### src/rtl/seg7_to_binary_rx_if.sv
// Segment-bus receive interface. The pattern source drives the segment and
// digit-select lines; the receiver returns decoded nibbles, bytes and errors.
interface seg7_to_binary_rx_if;
   logic [6:0] segment;
   logic       digit_sel;
   logic [3:0] nibble;
   logic       nibble_valid;
   logic       invalid;
   logic [7:0] byte_data;
   logic       byte_valid;
   logic [7:0] error_count;

   modport master (
      output segment, digit_sel,
      input  nibble, nibble_valid, invalid, byte_data, byte_valid, error_count
   );

   modport slave (
      input  segment, digit_sel,
      output nibble, nibble_valid, invalid, byte_data, byte_valid, error_count
   );
endinterface

### src/rtl/seg7_to_binary_rx.sv
// Seven-segment receiver: settles a sampled {digit select, pattern}, decodes
// it back to a hex nibble and pairs low/high digits into a byte.
//
// state     | meaning
// WAIT_LOW  | no partial byte held, waiting for a low-digit nibble
// WAIT_HIGH | low nibble stored, waiting for the high-digit nibble
module seg7_to_binary_rx #(
   parameter int STABLE_LIMIT = 4,
   parameter bit ACTIVE_LOW   = 1
) (
   input  logic i_Clk,
   input  logic i_Reset,
   seg7_to_binary_rx_if.slave bus
);

   localparam logic [7:0] LIMIT_M1 = 8'(STABLE_LIMIT - 1);
   localparam logic [7:0] LIMIT    = 8'(STABLE_LIMIT);

   typedef enum logic {WAIT_LOW, WAIT_HIGH} state_t;

   state_t     state, next_state;
   logic [6:0] pattern_norm;
   logic [7:0] sample_q, prev_q;
   logic [7:0] stable_cnt;
   logic       accepted_q;
   logic       same, accept;
   logic [3:0] dec_nibble;
   logic       dec_legal, dec_blank;
   logic       nib_ok, nib_bad;
   logic       store_low, emit_byte;
   logic [3:0] low_q;

   assign pattern_norm = ACTIVE_LOW ? ~bus.segment : bus.segment;
   assign same         = (sample_q == prev_q);
   // Accept on the clock that lifts the counter to the limit, only once per value.
   assign accept       = same && (stable_cnt == LIMIT_M1) && !accepted_q;
   assign nib_ok       = accept && dec_legal;
   assign nib_bad      = accept && !dec_legal && !dec_blank;

   // Input sample stage, previous-sample register and stability counter.
   always_ff @(posedge i_Clk) begin
      if (i_Reset) begin
         sample_q   <= 8'h00;
         prev_q     <= 8'h00;
         stable_cnt <= 8'h00;
         accepted_q <= 1'b0;
      end else begin
         sample_q <= {bus.digit_sel, pattern_norm};
         prev_q   <= sample_q;
         if (!same) begin
            stable_cnt <= 8'h00;
            accepted_q <= 1'b0;
         end else begin
            if (stable_cnt != LIMIT) stable_cnt <= stable_cnt + 8'h01;
            if (accept) accepted_q <= 1'b1;
         end
      end
   end

   // Active-high glyph decode of the settled pattern.
   always_comb begin
      dec_nibble = 4'h0;
      dec_legal  = 1'b1;
      dec_blank  = 1'b0;
      case (sample_q[6:0])
         7'h7E: dec_nibble = 4'h0;
         7'h30: dec_nibble = 4'h1;
         7'h6D: dec_nibble = 4'h2;
         7'h79: dec_nibble = 4'h3;
         7'h33: dec_nibble = 4'h4;
         7'h5B: dec_nibble = 4'h5;
         7'h5F: dec_nibble = 4'h6;
         7'h70: dec_nibble = 4'h7;
         7'h7F: dec_nibble = 4'h8;
         7'h7B: dec_nibble = 4'h9;
         7'h77: dec_nibble = 4'hA;
         7'h1F: dec_nibble = 4'hB;
         7'h4E: dec_nibble = 4'hC;
         7'h3D: dec_nibble = 4'hD;
         7'h4F: dec_nibble = 4'hE;
         7'h47: dec_nibble = 4'hF;
         7'h00: begin
            dec_legal = 1'b0;
            dec_blank = 1'b1;
         end
         default: dec_legal = 1'b0;
      endcase
   end

   // Byte FSM state register.
   always_ff @(posedge i_Clk) begin
      if (i_Reset) state <= WAIT_LOW;
      else         state <= next_state;
   end

   // Byte FSM next state: pair a low digit with the following high digit.
   always_comb begin
      next_state = state;
      store_low  = 1'b0;
      emit_byte  = 1'b0;
      case (state)
         WAIT_LOW: begin
            if (nib_ok && !sample_q[7]) begin
               store_low  = 1'b1;
               next_state = WAIT_HIGH;
            end
         end
         WAIT_HIGH: begin
            if (nib_ok) begin
               if (!sample_q[7]) begin
                  store_low = 1'b1;
               end else begin
                  emit_byte  = 1'b1;
                  next_state = WAIT_LOW;
               end
            end else if (nib_bad) begin
               next_state = WAIT_LOW;
            end
         end
         default: next_state = WAIT_LOW;
      endcase
   end

   // Registered outputs, stored low digit and saturating error count.
   always_ff @(posedge i_Clk) begin
      if (i_Reset) begin
         bus.nibble       <= 4'h0;
         bus.nibble_valid <= 1'b0;
         bus.invalid      <= 1'b0;
         bus.byte_data    <= 8'h00;
         bus.byte_valid   <= 1'b0;
         bus.error_count  <= 8'h00;
         low_q            <= 4'h0;
      end else begin
         bus.nibble_valid <= nib_ok;
         bus.invalid      <= nib_bad;
         bus.byte_valid   <= emit_byte;
         if (nib_ok)    bus.nibble    <= dec_nibble;
         if (store_low) low_q         <= dec_nibble;
         if (emit_byte) bus.byte_data <= {dec_nibble, low_q};
         if (nib_bad && (bus.error_count != 8'hFF))
            bus.error_count <= bus.error_count + 8'h01;
      end
   end

endmodule

### src/flat_wrapper.sv
// flat-port wrapper written by rule: the top's interface ports become plain ports
module seg7_to_binary_rx_flat 
#(
   parameter int STABLE_LIMIT = 4,
   parameter bit ACTIVE_LOW   = 1
)
  (i_Clk, i_Reset, bus_segment, bus_digit_sel, bus_nibble, bus_nibble_valid, bus_invalid, bus_byte_data, bus_byte_valid, bus_error_count);
  seg7_to_binary_rx_if bus_i ();
  input  logic i_Clk;
  input  logic i_Reset;
  input wire logic [$bits(bus_i.segment)-1:0] bus_segment;
  input wire logic [$bits(bus_i.digit_sel)-1:0] bus_digit_sel;
  output wire logic [$bits(bus_i.nibble)-1:0] bus_nibble;
  output wire logic [$bits(bus_i.nibble_valid)-1:0] bus_nibble_valid;
  output wire logic [$bits(bus_i.invalid)-1:0] bus_invalid;
  output wire logic [$bits(bus_i.byte_data)-1:0] bus_byte_data;
  output wire logic [$bits(bus_i.byte_valid)-1:0] bus_byte_valid;
  output wire logic [$bits(bus_i.error_count)-1:0] bus_error_count;
  assign bus_i.segment = bus_segment;
  assign bus_i.digit_sel = bus_digit_sel;
  assign bus_nibble = bus_i.nibble;
  assign bus_nibble_valid = bus_i.nibble_valid;
  assign bus_invalid = bus_i.invalid;
  assign bus_byte_data = bus_i.byte_data;
  assign bus_byte_valid = bus_i.byte_valid;
  assign bus_error_count = bus_i.error_count;
  seg7_to_binary_rx #(.STABLE_LIMIT(STABLE_LIMIT), .ACTIVE_LOW(ACTIVE_LOW)) u_core (.i_Clk(i_Clk), .i_Reset(i_Reset), .bus(bus_i));
endmodule
### config.mk
export PLATFORM = sky130hd
export DESIGN_NAME = seg7_to_binary_rx_flat
export DESIGN_NICKNAME = d
export VERILOG_FILES = /design/src/rtl/seg7_to_binary_rx_if.sv /design/src/rtl/seg7_to_binary_rx.sv /design/src/flat_wrapper.sv
export SDC_FILE = /design/constraint.sdc
export NUM_CORES = 1
export LEC_CHECK = 0
export CORE_ASPECT_RATIO = 1.1
export CORE_MARGIN = 3
export CORE_UTILIZATION = 45
export DETAILED_ROUTE_END_ITERATION = 12
export HOLD_SLACK_MARGIN = 0.1
export PLACE_DENSITY = 0.76
export SETUP_SLACK_MARGIN = 0.5
export SLEW_MARGIN = 20
export SYNTH_ARGS = -nofsm -noshare
export SYNTH_HDL_FRONTEND = slang
export SYNTH_SLANG_ARGS = --single-unit
### constraint.sdc
create_clock -name i_Clk -period 2.9 [get_ports i_Clk]
set_clock_uncertainty 0.2 [all_clocks]
set_input_delay 0.58 -clock i_Clk [delete_from_list [all_inputs] [get_ports i_Clk]]
set_output_delay 0.58 -clock i_Clk [all_outputs]
set_load 0.1 [all_outputs]
==> results of run 1 <==
==> repair_timing <==
| action | in CTS | in global routing |
|---|---|---|
| pin swaps | 9 | 15 |
| buffers inserted | 17 | 12 |
| endpoints found under the setup margin | 27 | 22 |
| hold buffers | 0 | 0 |
| resized for setup | 26 | 21 |
==> cell families (layout without fill, tap and decap cells) <==
logic type | count (synthesis) | after routing | share of synthesized area
AND/OR/NAND/NOR | 120 | 120 | 0.2650
XOR/XNOR | 16 | 16 | 0.05708
AO/OA/AOI/OAI | 40 | 40 | 0.1300
flip-flops | 53 | 53 | 0.4322
adder cells (fa/ha/maj) | 3 | 3 | 0.01529
buffers and inverters | 26 | 91 | 0.04995
multiplexers | 12 | 12 | 0.05046
==> report_power, final <==
| part | internal, W | leakage [nW] | total [W] | switching (W) |
|---|---|---|---|---|
| sequential | 0.000735 | 0.437 | 0.000749 | 0.0000135 |
| clock | 0.000260 | 0.0554 | 0.000505 | 0.000246 |
| combinational | 0.0000643 | 0.792 | 0.000127 | 0.0000627 |
==> layer usage <==
metal,GRT usage,wire [µm],share of wire
met1,0.2411,2728,0.43
met3,0.02808,277,0.043
met4,0.03954,57,0.0089
met2,0.3301,3326,0.52
met5,0,0,0
==> stage by stage <==
step	total power [W]	area [µm²]
after floorplan	0.0008250	2482
after global placement	0.0008527	2838
after detailed placement	0.0008540	2838
after CTS	0.001367	3179
after global routing	0.001424	3376
final	0.001381	3376
==> cells in the mapped netlist, drive strengths merged, types with 4 or more instances <==
cell type	number
dfxtp	53
nor2	34
nand2	17
nand3	14
xnor2	12
buf	11
nor2b	11
a21oi	10
inv	10
mux2i	9
nand4	6
nor3	6
and3	5
clkbuf	5
nor4	5
o21ai	5
a31o	4
or3	4
xor2	4
==> sequential cells by signal, indices dropped and copies added, names as in the netlist <==
signal and cells:
u_core.accepted_q 1, u_core.stable_cnt 8, u_core.bus.error_count 8, u_core.sample_q 8, u_core.low_q 4, u_core.bus.byte_data 8
u_core.bus.nibble 4, u_core.bus.nibble_valid 1, u_core.bus.byte_valid 1, u_core.bus.invalid 1, u_core.state 1, u_core.prev_q 8
==> final timing paths <==
| kind | to | start | slack, ns | cells past startpoint |
|---|---|---|---|---|
| max | u_core.bus.error_count[4] | u_core.sample_q[3] | 0.43 | 7 |
| max reg2reg | u_core.bus.error_count[4] | u_core.sample_q[3] | 0.43 | 7 |
| min | u_core.bus.nibble[1] | u_core.bus.nibble[1] | 0.27 | 2 |
| min reg2reg | u_core.bus.nibble[1] | u_core.bus.nibble[1] | 0.27 | 2 |
==> cell type report <==
class	instances	area (µm²)
Clock buffer	6	72.57
Clock inverter	2	38.79
Fill cell	426	1759
Inverter	10	37.54
Multi-Input combinational cell	191	1444
Sequential cell	53	1091
Tap cell	72	90.09
Timing Repair Buffer	73	601.8
==> worst max-delay path, cell delays in order (launching register included) <==
cell      delay (ns)
dfxtp_4         0.38
buf_4           0.13
xnor2_1         0.15
nand4_1         0.18
or3_4           0.42
nand4b_1        0.25
or4_1           0.56
a21oi_1         0.13
==> results.json, run 1 <==
{
  "synth_nets": 283,
  "mostFrequentLayoutCells": "58 x buf_4, 41 x dfxtp_1, 32 x nor2_1, 15 x nand2_1, 12 x nand3_1",
  "via_count": 2244,
  "yosys.cell_types.count": 55,
  "coreArea_um2": 5135,
  "clockBufferDepth": 2,
  "fin_crit_ns": 2.466,
  "diodes": 0,
  "async_reset_ff_frac": 0,
  "finalNetCount": 347,
  "worst_hold_slack_ns": 0.2727,
  "clock_sinks": 53,
  "syn_to_final_growth_pct": 37.51,
  "rsz0062_at_grt": "yes",
  "synth_top_cell_area_share": 0.4322,
  "path_max_fanout": 7,
  "synthCells": 270,
  "crit_required_ns": 2.94,
  "critPathArrivalTime_ns": 2.50,
  "leakage_nw": 1.284,
  "clkLatencyLatePin_ns": 0.31,
  "ant_nets": 0,
  "clk_pin_slew_ns": 0.10,
  "grt_antenna_before_repair": 0,
  "port_buffers": 32,
  "clock.fmax_mhz": 405.5,
  "dr.pass1.iters": 5,
  "fin_cells": 407,
  "routed_wl_um": 6389,
  "finalWorstSetupSlack_ns": 0.4337,
  "cap_viol_max_count": 0,
  "grt_max_degree": 23,
  "start_util": 0.4781,
  "wl_per_cell_um": 15.70,
  "die_x_um": 76.42,
  "period_share": 0.8505,
  "synth_ff_type": "dfxtp_1",
  "ys_seq_elements": 53,
  "syn_area_per_cell_um2": 9.092,
  "final_common_cell": "buf_4",
  "synth.top_cells.by_area": "dfxtp_1 43%, nor2_1 5.2%, xnor2_1 4.3%",
  "hold_path.class": "register to register",
  "grt-ovfl-total": 0,
  "yosysSeqAreaShare": 0.4322,
  "synth_top_cell_by_area": "dfxtp_1",
  "startpoint_type": "register",
  "vias_per_cell": 5.514,
  "crit_path_end_kind": "register",
  "syn_area_um2": 2455,
  "drive_gt1_frac": 0.3552,
  "cts_buffers": 5,
  "grt_pass1_vias": 2076,
  "io_pins": 33,
  "power-per-cell-area_nw_per_um2": 409.2,
  "dp_hpwl_um": 3841,
  "max_slew_margin": 0.5794,
  "ir_drop_mv": 0.3351,
  "post-place-ws_ns": 0.1983,
  "run_status": "finished clean",
  "detail_route.iter0.violations": 178,
  "cts_max_level": 2,
  "worst_slew_pin_slew_ns": 0.6286,
  "setup_viol": 0,
  "die_h_um": 83.47,
  "globalRouteTotalUtil": 0.1871,
  "clock_tree.root_cell": "clkbuf_8",
  "synth_edf_count": 0,
  "drc": 0,
  "globalplace.congestion": 0.8683,
  "fin_util": 0.6574,
  "finalSetupTns_ns": 0,
  "ys_warn_count": 0,
  "finalHoldViolations": 0,
  "dieArea_um2": 6378,
  "dp_cells": 370,
  "slew_violations": 0,
  "crit_type": "register to register",
  "rows": 27,
  "grt_pass1_wl_um": 9998,
  "cts_tree": "done"
}
Note: power is estimated with default switching activity, not from simulation.
==> run 2, diff against run 1 <==
CELL_PAD_IN_SITES_DETAIL_PLACEMENT = 1   (was not set)
CELL_PAD_IN_SITES_GLOBAL_PLACEMENT = 1   (was not set)
CORE_UTILIZATION = 41   (was 45)
PLACE_DENSITY = 0.87   (was 0.76)
==> run 2 against run 1 <==
Register-to-register slack worse by 0.26 ns. Sequential share of layout area decreased by 0.78 points. First-iteration DRC count down 27%. Routed wire length rose by 47%. Largest power group unchanged.
==> results.json, run 2 (same netlist as run 1, synthesis figures left out) <==
{
  "worst_slew_pin_slew_ns": 0.9300,
  "syn_to_final_growth_pct": 42.05,
  "max_slew_margin": 0.3777,
  "ant_nets": 0,
  "clk_pin_slew_ns": 0.10,
  "drive_gt1_frac": 0.3623,
  "port_buffers": 32,
  "finalHoldViolations": 0,
  "grt_max_degree": 25,
  "wl_per_cell_um": 22.91,
  "r2r_slack_ns": 0.17,
  "cp.depth": 9,
  "crit_path_start": "u_core.sample_q[1]",
  "path_max_fanout": 7,
  "post-place-ws_ns": 0.04125,
  "critPathTopFamily": "simple AND/OR/NAND/NOR gates",
  "crit_path_end": "u_core.bus.byte_data[1]",
  "globalRouteTotalUtil": 0.2480,
  "fin_crit_ns": 2.731,
  "cp.buffers_inverters": 3,
  "coreArea_um2": 5570,
  "crit_path_top_delay_cell": "nor4bb_1",
  "dieArea_um2": 6953,
  "leakage_nw": 1.296,
  "clock_sinks": 53,
  "run_status": "finished clean",
  "final_common_cell": "buf_4",
  "rows": 28,
  "via_count": 2381,
  "io_pins": 33,
  "globalplace.congestion": 0.8572,
  "cap_viol_max_count": 0,
  "grt_pass1_wl_um": 13410,
  "hold_buffers": 0,
  "power-per-cell-area_nw_per_um2": 393.1,
  "start_util": 0.4407,
  "finalWorstSetupSlack_ns": 0.1687,
  "dr.pass1.iters": 4,
  "setup_viol": 0,
  "period_share": 0.9418,
  "slew_violations": 0,
  "ir_drop_mv": 0.3177,
  "grt_antenna_before_repair": 0,
  "critPathArrivalTime_ns": 2.74,
  "die_x_um": 79.78,
  "crit_required_ns": 2.91,
  "finalSetupTns_ns": 0,
  "cts_buffers": 5,
  "finalNetCount": 346,
  "r2r_start": "u_core.sample_q[1]",
  "clock_tree.root_cell": "clkbuf_8",
  "diodes": 0,
  "drc": 0,
  "cts_max_level": 2,
  "vias_per_cell": 5.822,
  "rsz0062_at_grt": "yes",
  "rr_worst_depth": 9,
  "mostFrequentLayoutCells": "52 x buf_4, 40 x dfxtp_1, 34 x nor2_1, 16 x nand2_1",
  "die_h_um": 87.16,
  "crit_type": "register to register",
  "clockBufferDepth": 2,
  "crit_chain": "buf_12 > nor4bb_1 > nor3b_2 > a2111oi_4 > buf_4 > a211oi_2 > buf_4 > mux2i_1 > nor2_1",
  "crit_top_cell": "buf_4",
  "dp_hpwl_um": 4769,
  "startpoint_type": "register",
  "clock.fmax_mhz": 366.1,
  "hold_path.class": "register to register",
  "placed_area_um2": 2849,
  "grt_pass1_vias": 2508,
  "rr_endpoint": "u_core.bus.byte_data[1]",
  "grt-ovfl-total": 0,
  "critPathMaxStageDelay_ns": 0.50,
  "fin_area_um2": 3487,
  "clkLatencyLatePin_ns": 0.32,
  "crit_path_end_kind": "register",
  "detail_route.iter0.violations": 130,
  "cts_tree": "done",
  "routed_wl_um": 9372
}
## run 2: worst reg2reg max path: stages (launching register included)
cell	delay, ns
dfxtp_4	0.38
buf_12	0.11
nor4bb_1	0.50
nor3b_2	0.41
a2111oi_4	0.10
buf_4	0.20
a211oi_2	0.23
buf_4	0.19
mux2i_1	0.23
nor2_1	0.08
## run 2: power breakdown
group          switching, W  leakage, nW  internal (W)
sequential        0.0000190        0.438      0.000734
combinational     0.0000708        0.803     0.0000650
clock              0.000261       0.0549      0.000221
## run 2: final cells by class
| cell class | instances | area, µm² |
|---|---|---|
| fill | 588 | 2083 |
| sequential | 53 | 1100 |
| tap | 75 | 93.84 |
| inverter | 10 | 37.54 |
| clock inverter | 1 | 8.758 |
| timing repair buffer | 72 | 606.8 |
| multi-input combinational | 191 | 1544 |
| clock buffer | 7 | 96.34 |
## run 2: layer usage
| metal | global-route usage | up-vias | share of wire |
|---|---|---|---|
| li1 | - | 1082 | - |
| met1 | 0.2922 | 1184 | 0.40 |
| met2 | 0.4487 | 79 | 0.51 |
| met3 | 0.03727 | 36 | 0.050 |
| met4 | 0.09831 | 0 | 0.045 |
| met5 | 0 | - | 0 |
## run 2: stage by stage
step	hold slack (ns)	power (W)	std cells	utilization
floorplan	0.2364	0.0008250	270	-
global placement	0.2585	0.0008548	374	0.5115
detailed placement	0.2547	0.0008593	374	0.5115
CTS	0.2676	0.001348	403	0.5910
global route	0.3119	0.001404	409	0.6260
finish	0.2790	0.001371	409	0.6260
## run 2: how the worst min path moves through the flow
stage / startpoint / end / slack (ns) / depth (start not counted)
after floorplan: u_core.state / u_core.state / 0.24 / 2
after global placement: u_core.low_q[1] / u_core.low_q[1] / 0.26 / 2
after detailed placement: u_core.state / u_core.state / 0.25 / 2
after CTS: u_core.state / u_core.state / 0.27 / 2
after global routing: u_core.state / u_core.state / 0.31 / 2
final: u_core.bus.nibble[0] / u_core.bus.nibble[0] / 0.28 / 2
## run 2: repair_timing
action	CTS	global route
pin swaps	21	19
buffers inserted	20	6
resized for setup	45	27
setup endpoints to repair	27	24
gates cloned	1	0
